$ cat config.mk
export PLATFORM = sky130hd
export DESIGN_NAME = imem_loader
export DESIGN_NICKNAME = d
export VERILOG_FILES = /design/src/rtl/imem_loader.sv
export SDC_FILE = /design/constraint.sdc
export NUM_CORES = 1
export LEC_CHECK = 0
export ABC_AREA = 1
export CAP_MARGIN = 30
export CORE_MARGIN = 10
export CORE_UTILIZATION = 50
export CTS_BUF_LIST = sky130_fd_sc_hd__clkbuf_8
export DETAILED_ROUTE_END_ITERATION = 8
export GPL_TIMING_DRIVEN = 0
export HOLD_SLACK_MARGIN = 0.08
export PLACE_DENSITY = 0.82
export REMOVE_ABC_BUFFERS = 1
export SLEW_MARGIN = 10
export SYNTH_ARGS = -nofsm -noshare
export SYNTH_HDL_FRONTEND = slang
export SYNTH_SLANG_ARGS = --single-unit
export TNS_END_PERCENT = 1
$ cat constraint.sdc
create_clock -name clk_i -period 2.6 [get_ports clk_i]
set_input_delay 0.26 -clock clk_i [delete_from_list [all_inputs] [get_ports clk_i]]
set_output_delay 0.26 -clock clk_i [all_outputs]
set_load 0.02 [all_outputs]
$ cat src/rtl/imem_loader.sv
// Byte-stream program loader: packs little-endian bytes into 32-bit words,
// writes them to instruction memory and releases the core after the halt word.
// Optional trailing checksum byte check is enabled by defining LOADER_CHECKSUM_EN.
module imem_loader #(
    parameter int unsigned ADDR_WIDTH = 8,
    parameter logic [31:0] HALT_WORD  = 32'hFFFF_FFFF
) (
    input  logic                  clk_i,
    input  logic                  rst_ni,
    input  logic                  start_i,
    input  logic [7:0]            byte_in_i,
    input  logic                  byte_valid_i,
    output logic                  byte_ready_o,
    output logic                  imem_we_o,
    output logic [ADDR_WIDTH-1:0] imem_addr_o,
    output logic [31:0]           imem_wdata_o,
    output logic                  core_rst_o,
    output logic                  core_enable_o,
    output logic                  busy_o,
    output logic                  done_o,
    output logic                  err_overflow_o,
    output logic                  err_checksum_o,
    output logic [ADDR_WIDTH:0]   word_count_o
);

    localparam int unsigned CNT_W = ADDR_WIDTH + 1;
    localparam logic [ADDR_WIDTH-1:0] LAST_ADDR = '1;

    typedef enum logic [2:0] {
        S_IDLE,
        S_LOAD,
        S_WRITE,
        S_CHECK,
        S_RUN,
        S_ERROR
    } state_e;

    state_e                state_q, state_d;
    logic [ADDR_WIDTH-1:0] addr_q, addr_d;
    logic [1:0]            idx_q, idx_d;
    logic [31:0]           word_q, word_d;
    logic [CNT_W-1:0]      cnt_q, cnt_d;
    logic [7:0]            sum_q, sum_d;
    logic                  err_ov_q, err_ov_d;
    logic                  ready_q, ready_d;
    logic                  we_q, we_d;
    logic                  core_rst_q, core_rst_d;
    logic                  core_en_q, core_en_d;
    logic                  busy_q, busy_d;
    logic                  done_q, done_d;
    logic                  accept;
    logic                  begin_load;

`ifdef LOADER_CHECKSUM_EN
    logic                  err_ck_q, err_ck_d;
    assign err_checksum_o = err_ck_q;
`else
    assign err_checksum_o = 1'b0;
`endif

    // Byte handshake: ready is a registered copy of "state is LOAD or CHECK".
    assign accept = byte_valid_i && ready_q;

    // Next-state, datapath and registered-output decode.
    always_comb begin
        state_d    = state_q;
        addr_d     = addr_q;
        idx_d      = idx_q;
        word_d     = word_q;
        cnt_d      = cnt_q;
        sum_d      = sum_q;
        err_ov_d   = err_ov_q;
`ifdef LOADER_CHECKSUM_EN
        err_ck_d   = err_ck_q;
`endif
        begin_load = 1'b0;

        case (state_q)
            S_IDLE: begin
                if (start_i) begin_load = 1'b1;
            end
            S_LOAD: begin
                if (accept) begin
                    word_d[{idx_q, 3'b000} +: 8] = byte_in_i;
                    sum_d = sum_q + byte_in_i;
                    idx_d = idx_q + 2'd1;
                    if (idx_q == 2'd3) state_d = S_WRITE;
                end
            end
            S_WRITE: begin
                cnt_d = cnt_q + CNT_W'(1);
                if (word_q == HALT_WORD) begin
`ifdef LOADER_CHECKSUM_EN
                    state_d = S_CHECK;
`else
                    state_d = S_RUN;
`endif
                end else if (addr_q == LAST_ADDR) begin
                    state_d  = S_ERROR;
                    err_ov_d = 1'b1;
                end else begin
                    addr_d  = addr_q + ADDR_WIDTH'(1);
                    state_d = S_LOAD;
                end
            end
`ifdef LOADER_CHECKSUM_EN
            S_CHECK: begin
                if (accept) begin
                    if (byte_in_i == sum_q) begin
                        state_d = S_RUN;
                    end else begin
                        state_d  = S_ERROR;
                        err_ck_d = 1'b1;
                    end
                end
            end
`endif
            S_RUN, S_ERROR: begin
                if (start_i) begin_load = 1'b1;
            end
            default: state_d = S_IDLE;
        endcase

        // (Re)start clears all per-load bookkeeping and error status.
        if (begin_load) begin
            state_d  = S_LOAD;
            addr_d   = '0;
            idx_d    = '0;
            word_d   = '0;
            cnt_d    = '0;
            sum_d    = '0;
            err_ov_d = 1'b0;
`ifdef LOADER_CHECKSUM_EN
            err_ck_d = 1'b0;
`endif
        end

        ready_d    = (state_d == S_LOAD) || (state_d == S_CHECK);
        we_d       = (state_d == S_WRITE);
        core_rst_d = (state_d != S_RUN);
        core_en_d  = (state_d == S_RUN);
        done_d     = (state_d == S_RUN);
        busy_d     = (state_d == S_LOAD) || (state_d == S_WRITE) || (state_d == S_CHECK);
    end

    // State, datapath and output registers.
    always_ff @(posedge clk_i or negedge rst_ni) begin
        if (!rst_ni) begin
            state_q    <= S_IDLE;
            addr_q     <= '0;
            idx_q      <= '0;
            word_q     <= '0;
            cnt_q      <= '0;
            sum_q      <= '0;
            err_ov_q   <= 1'b0;
            ready_q    <= 1'b0;
            we_q       <= 1'b0;
            core_rst_q <= 1'b1;
            core_en_q  <= 1'b0;
            busy_q     <= 1'b0;
            done_q     <= 1'b0;
        end else begin
            state_q    <= state_d;
            addr_q     <= addr_d;
            idx_q      <= idx_d;
            word_q     <= word_d;
            cnt_q      <= cnt_d;
            sum_q      <= sum_d;
            err_ov_q   <= err_ov_d;
            ready_q    <= ready_d;
            we_q       <= we_d;
            core_rst_q <= core_rst_d;
            core_en_q  <= core_en_d;
            busy_q     <= busy_d;
            done_q     <= done_d;
        end
    end

`ifdef LOADER_CHECKSUM_EN
    // Checksum error flag.
    always_ff @(posedge clk_i or negedge rst_ni) begin
        if (!rst_ni) err_ck_q <= 1'b0;
        else         err_ck_q <= err_ck_d;
    end
`endif

    assign byte_ready_o   = ready_q;
    assign imem_we_o      = we_q;
    assign imem_addr_o    = addr_q;
    assign imem_wdata_o   = word_q;
    assign core_rst_o     = core_rst_q;
    assign core_enable_o  = core_en_q;
    assign busy_o         = busy_q;
    assign done_o         = done_q;
    assign err_overflow_o = err_ov_q;
    assign word_count_o   = cnt_q;

endmodule

==> results.md <==
- Based on the critical path, the design can be clocked at up to 486 MHz.
- The sum of overflow across all layers after global routing is 0.
- 0 antenna diodes ended up in the layout.
- Counting along the longest clock path gives a buffer depth of 2.
- The clock root buffer is clkbuf_8.
- The critical path endpoint is imem_wdata_o[14].
- The worst hold path begins at word_count_o[5].
- For the pin with the worst max-slew slack, the measured transition is 0.750 ns.
- The finished cells cover 3960 um2.
- For this block, the initial DRC count from the detailed router was 103.
- The post-detailed-placement half-perimeter wirelength is 5410 um.
- The final setup violation count is 0.
- Of all cell types, the one taking the most synthesized area is dfrtp_1.
- The critical path in this run is classified as reg -> reg.
- The delay of the slowest cell on the worst path is 0.41 ns.
- Setup slack on the worst reg-to-reg path comes out at 0.54 ns.
- The endpoint of the lowest-slack register-to-register path is imem_wdata_o[14].
- For this run, the total global-route usage over all layers was measured as 0.156.
- Counting instances, the worst hold path has a depth of 1.
- In the final layout, the share of cells above drive strength 1 is 0.121.
- After clock tree synthesis, the setup repair step added 0 buffers.
- Of the available clock period, the critical path in the final layout requires 0.791.
- For this run, the post-layout net count is 450.
- The pin count of the biggest net entering global routing is 61.
- The most common cell in the synthesized netlist is nand2_1.
- The count of nets left with antenna violations after detail routing is 0.
- The synthesis-stage register bit count is 60.
- The area of the mapped netlist is 3040 um2.
- Of all nets on the critical path, the largest fanout is 39.
- In this run the critical register-to-register path is launched from state_q[2].
- Summed over all cells, the static leakage comes to 1.77 nW.
- The routed wire length per instance is 14.5 um.
- The post-place instance area is 3730 um2.
- After clock tree synthesis, the clock-pin slew on the worst setup and hold paths is 0.07 ns.
- The placer congestion estimate is 0.853.
- The number of buffers added by the clock tree synthesis step is 9.
- Setup repair after global routing left no endpoint under its margin.
- Of the synthesized area, sequential elements account for 0.495.
- The count of final max-slew check failures is 0.
- Dividing the detail-routed via count by the number of cells gives 5.25.
- Relative to the synthesized area, the layout overhead comes to 30.2%.
- The number of antenna violations at the first check in global routing was 0.
- Traced cell by cell, the critical path runs through inv_2 > nand2_1 > nand3_2 > buf_12 > nand2_2 > o21ai_1 > inv_1 > nand2_1 > o21ai_0.
- The TritonCTS sink count is 60.
- The number of global-route vias before repair is 2671.
- The area fraction of the dominant cell type after synthesis is 0.486.
- The core area is 5920 um2.
- The final layout contains routed wiring with a total length of 7410 um.
- Counting flops with a built-in enable in the synthesized netlist gives 0.
- The share of total power dissipated in the clock network is 0.236.
- The DRC violation count after routing is 0.
- Before CTS, the worst setup slack after placement is 0.288 ns.
- The top-level port count is 69.
- The capturing element type of the critical path is a flop.
- CTS built an H-tree with a depth of 3.
- The count of cell types in the netlist is 31.
- The worst pin sits at a relative slew slack of 0.497.
- After filler insertion, the fill cell instance count of the layout stands at 485.
- Measured along the x axis, the die boundary spans 97.9 um.
- The portion of total power attributed to sequential cells is 0.347.
- The total count of hold-check failures in the final report was 0.
- Internal power comes to 0.00238 W.
- The synthesized netlist cell count is 364.
- The effective utilization at floorplan is 0.513.
- On the final layout, the worst clock skew is 0.00567 ns.
- The depth of the worst register-to-register path is 9.
- The critical path startpoint category is a flop.
- For this run, the number of Yosys warnings is 0.
- Of all flip-flops after synthesis, the portion carrying an async set or reset was 1.00.
- IR analysis of the VDD net gives a maximum drop of 0.650 mV.
- In this run, post-CTS repair resized a total of 0 instances.
- In this run the vertical extent of the chip is 97.9 um.
- After synthesis, the mean cell area works out to 8.35 um2.
- The TritonCTS clock tree is built.
- At the worst endpoint, the arrival time is 2.27 ns.
- The cell seen most often among critical-path stages is nand2_1.
- The power density over the cells is 987 nW/um2.
- The data required time at the worst endpoint is 2.81 ns.
- After synthesis, the cell types taking the most area are dfrtp_1 49%, nand2_1 10%, nand3_1 6.1%, nor2_1 4.4%, inv_1 3.5%.
- The routed design could run at a clock period as short as 2.06 ns.
- The run finished with clean final reports.
- The first-pass GRT wire length is 12600 um.
- After floorplanning, the core was divided into 28 placement rows.
- The critical path starts at state_q[2].
- Across the run, the number of max-cap violations was 0.
- The die area is 9590 um2.
- Of the total power, the share spent switching nets is 0.391.
- Of the total power, combinational logic draws 0.416.
- Summing over every cut layer, the via total after detailed routing is 2690.
- Buffers inserted to repair hold after CTS numbered 1.
- On the critical path, the stage with the largest delay is an instance of o21ai_1.
- The worst path meets setup with 0.542 ns of slack.
- The insertion delay to the later sink of the worst-skew pair is 0.34 ns.
- In this run the worst hold path is classified as reg -> reg.
- Summed over all nets, the switching power comes to 0.00153 W.
- The number of port buffers is 67.
- For this run, the detailed router's first-pass iteration total came to 4.
- The main flop type after synthesis is dfrtp_1.
- The commonest cells after synthesis are 84 x nand2_1, 59 x dfrtp_1, 37 x nand3_1, 36 x nor2_1, 28 x inv_1.
power groups by stage:
| stage | sequential, W | clock, W | combinational, W |
|---|---|---|---|
| 2_1_floorplan | 0.00159 | 0 | 0.000734 |
| 3_3_place_gp | 0.00136 | 0 | 0.00157 |
| 3_5_place_dp | 0.00137 | 0 | 0.00164 |
| 4_1_cts | 0.00135 | 0.000940 | 0.00165 |
| 5_1_grt | 0.00139 | 0.000984 | 0.00180 |
| 6_report | 0.00136 | 0.000921 | 0.00163 |
worst min-delay path by stage:
stage	to	slack, ns
floorplan	busy_o	-0.04
finish	word_count_o[5]	0.50
global placement	word_count_o[5]	0.49
CTS	word_count_o[5]	0.51
detailed placement	imem_addr_o[6]	0.38
global route	err_overflow_o	0.53
worst max-delay path, delay by kind of cell, from the launching register on:
| kind | cells | cell delay (ns) |
|---|---|---|
| buf+inv | 3 | 0.43 |
| simple gates | 4 | 0.58 |
| flops | 1 | 0.40 |
| compound gates | 2 | 0.51 |
registers in the layout, indices dropped and copies added, names as in the netlist, 2 cells and up:
| register | count |
|---|---|
| idx_q | 2 |
| imem_addr_o | 8 |
| state_q | 3 |
| imem_wdata_o | 32 |
| word_count_o | 9 |
cell type report:
| cell class | instances | area [um2] | share of cell area |
|---|---|---|---|
| tap | 75 | 93.8 | 0.0237 |
| clock inverter | 6 | 78.8 | 0.0199 |
| timing repair buffer | 69 | 698 | 0.177 |
| clock buffer | 10 | 138 | 0.0348 |
| sequential | 60 | 1500 | 0.380 |
| inverter | 35 | 131 | 0.0332 |
| multi-input combinational | 257 | 1310 | 0.332 |
layer usage:
metal | vias to the layer above | wire (um) | global-route usage
met5 | - | 0 | 0
li1 | 1316 | - | -
met4 | 0 | 197 | 0.0649
met2 | 99 | 3500 | 0.254
met1 | 1256 | 2960 | 0.170
met3 | 19 | 751 | 0.0768
logic make-up after synthesis:
kind of cell,count (synthesis),synth area share
compound gates,58,0.115
other cells,1,0.00123
flops,60,0.495
buf+inv,47,0.0733
simple gates,187,0.277
fa+ha+maj,6,0.0247
xor+xnor,5,0.0144
per-stage QoR:
stage               power (W)  setup TNS, ns  hold slack [ns]   util  std cells
global route          0.00417              0            0.534  0.668        512
floorplan             0.00232              0          -0.0356      -        352
finish                0.00390              0            0.500  0.668        512
global placement      0.00293         -37.51            0.493  0.627        494
detailed placement    0.00301              0            0.376  0.630        495
CTS                   0.00394              0            0.508  0.668        512
cells in the final DEF, fill, tap and decap left out, types with 3 or more instances in the layout:
cell type,synthesis,layout
xor2_1,5,5
nor2_2,5,5
ha_1,6,6
dfrtp_1,59,59
inv_2,7,7
nand2_1,84,84
clkbuf_8,0,10
clkinv_2,0,3
o21ai_1,7,7
clkdlybuf4s50_1,0,66
inv_1,28,29
nand4_1,6,6
nor2_1,36,36
nand3_1,37,37
o21ai_0,21,21
a21oi_1,14,14
nand2_2,6,6
o21ai_2,8,8
o21a_1,4,4
nor3_1,5,5
Power figures use the tool's default switching activity.
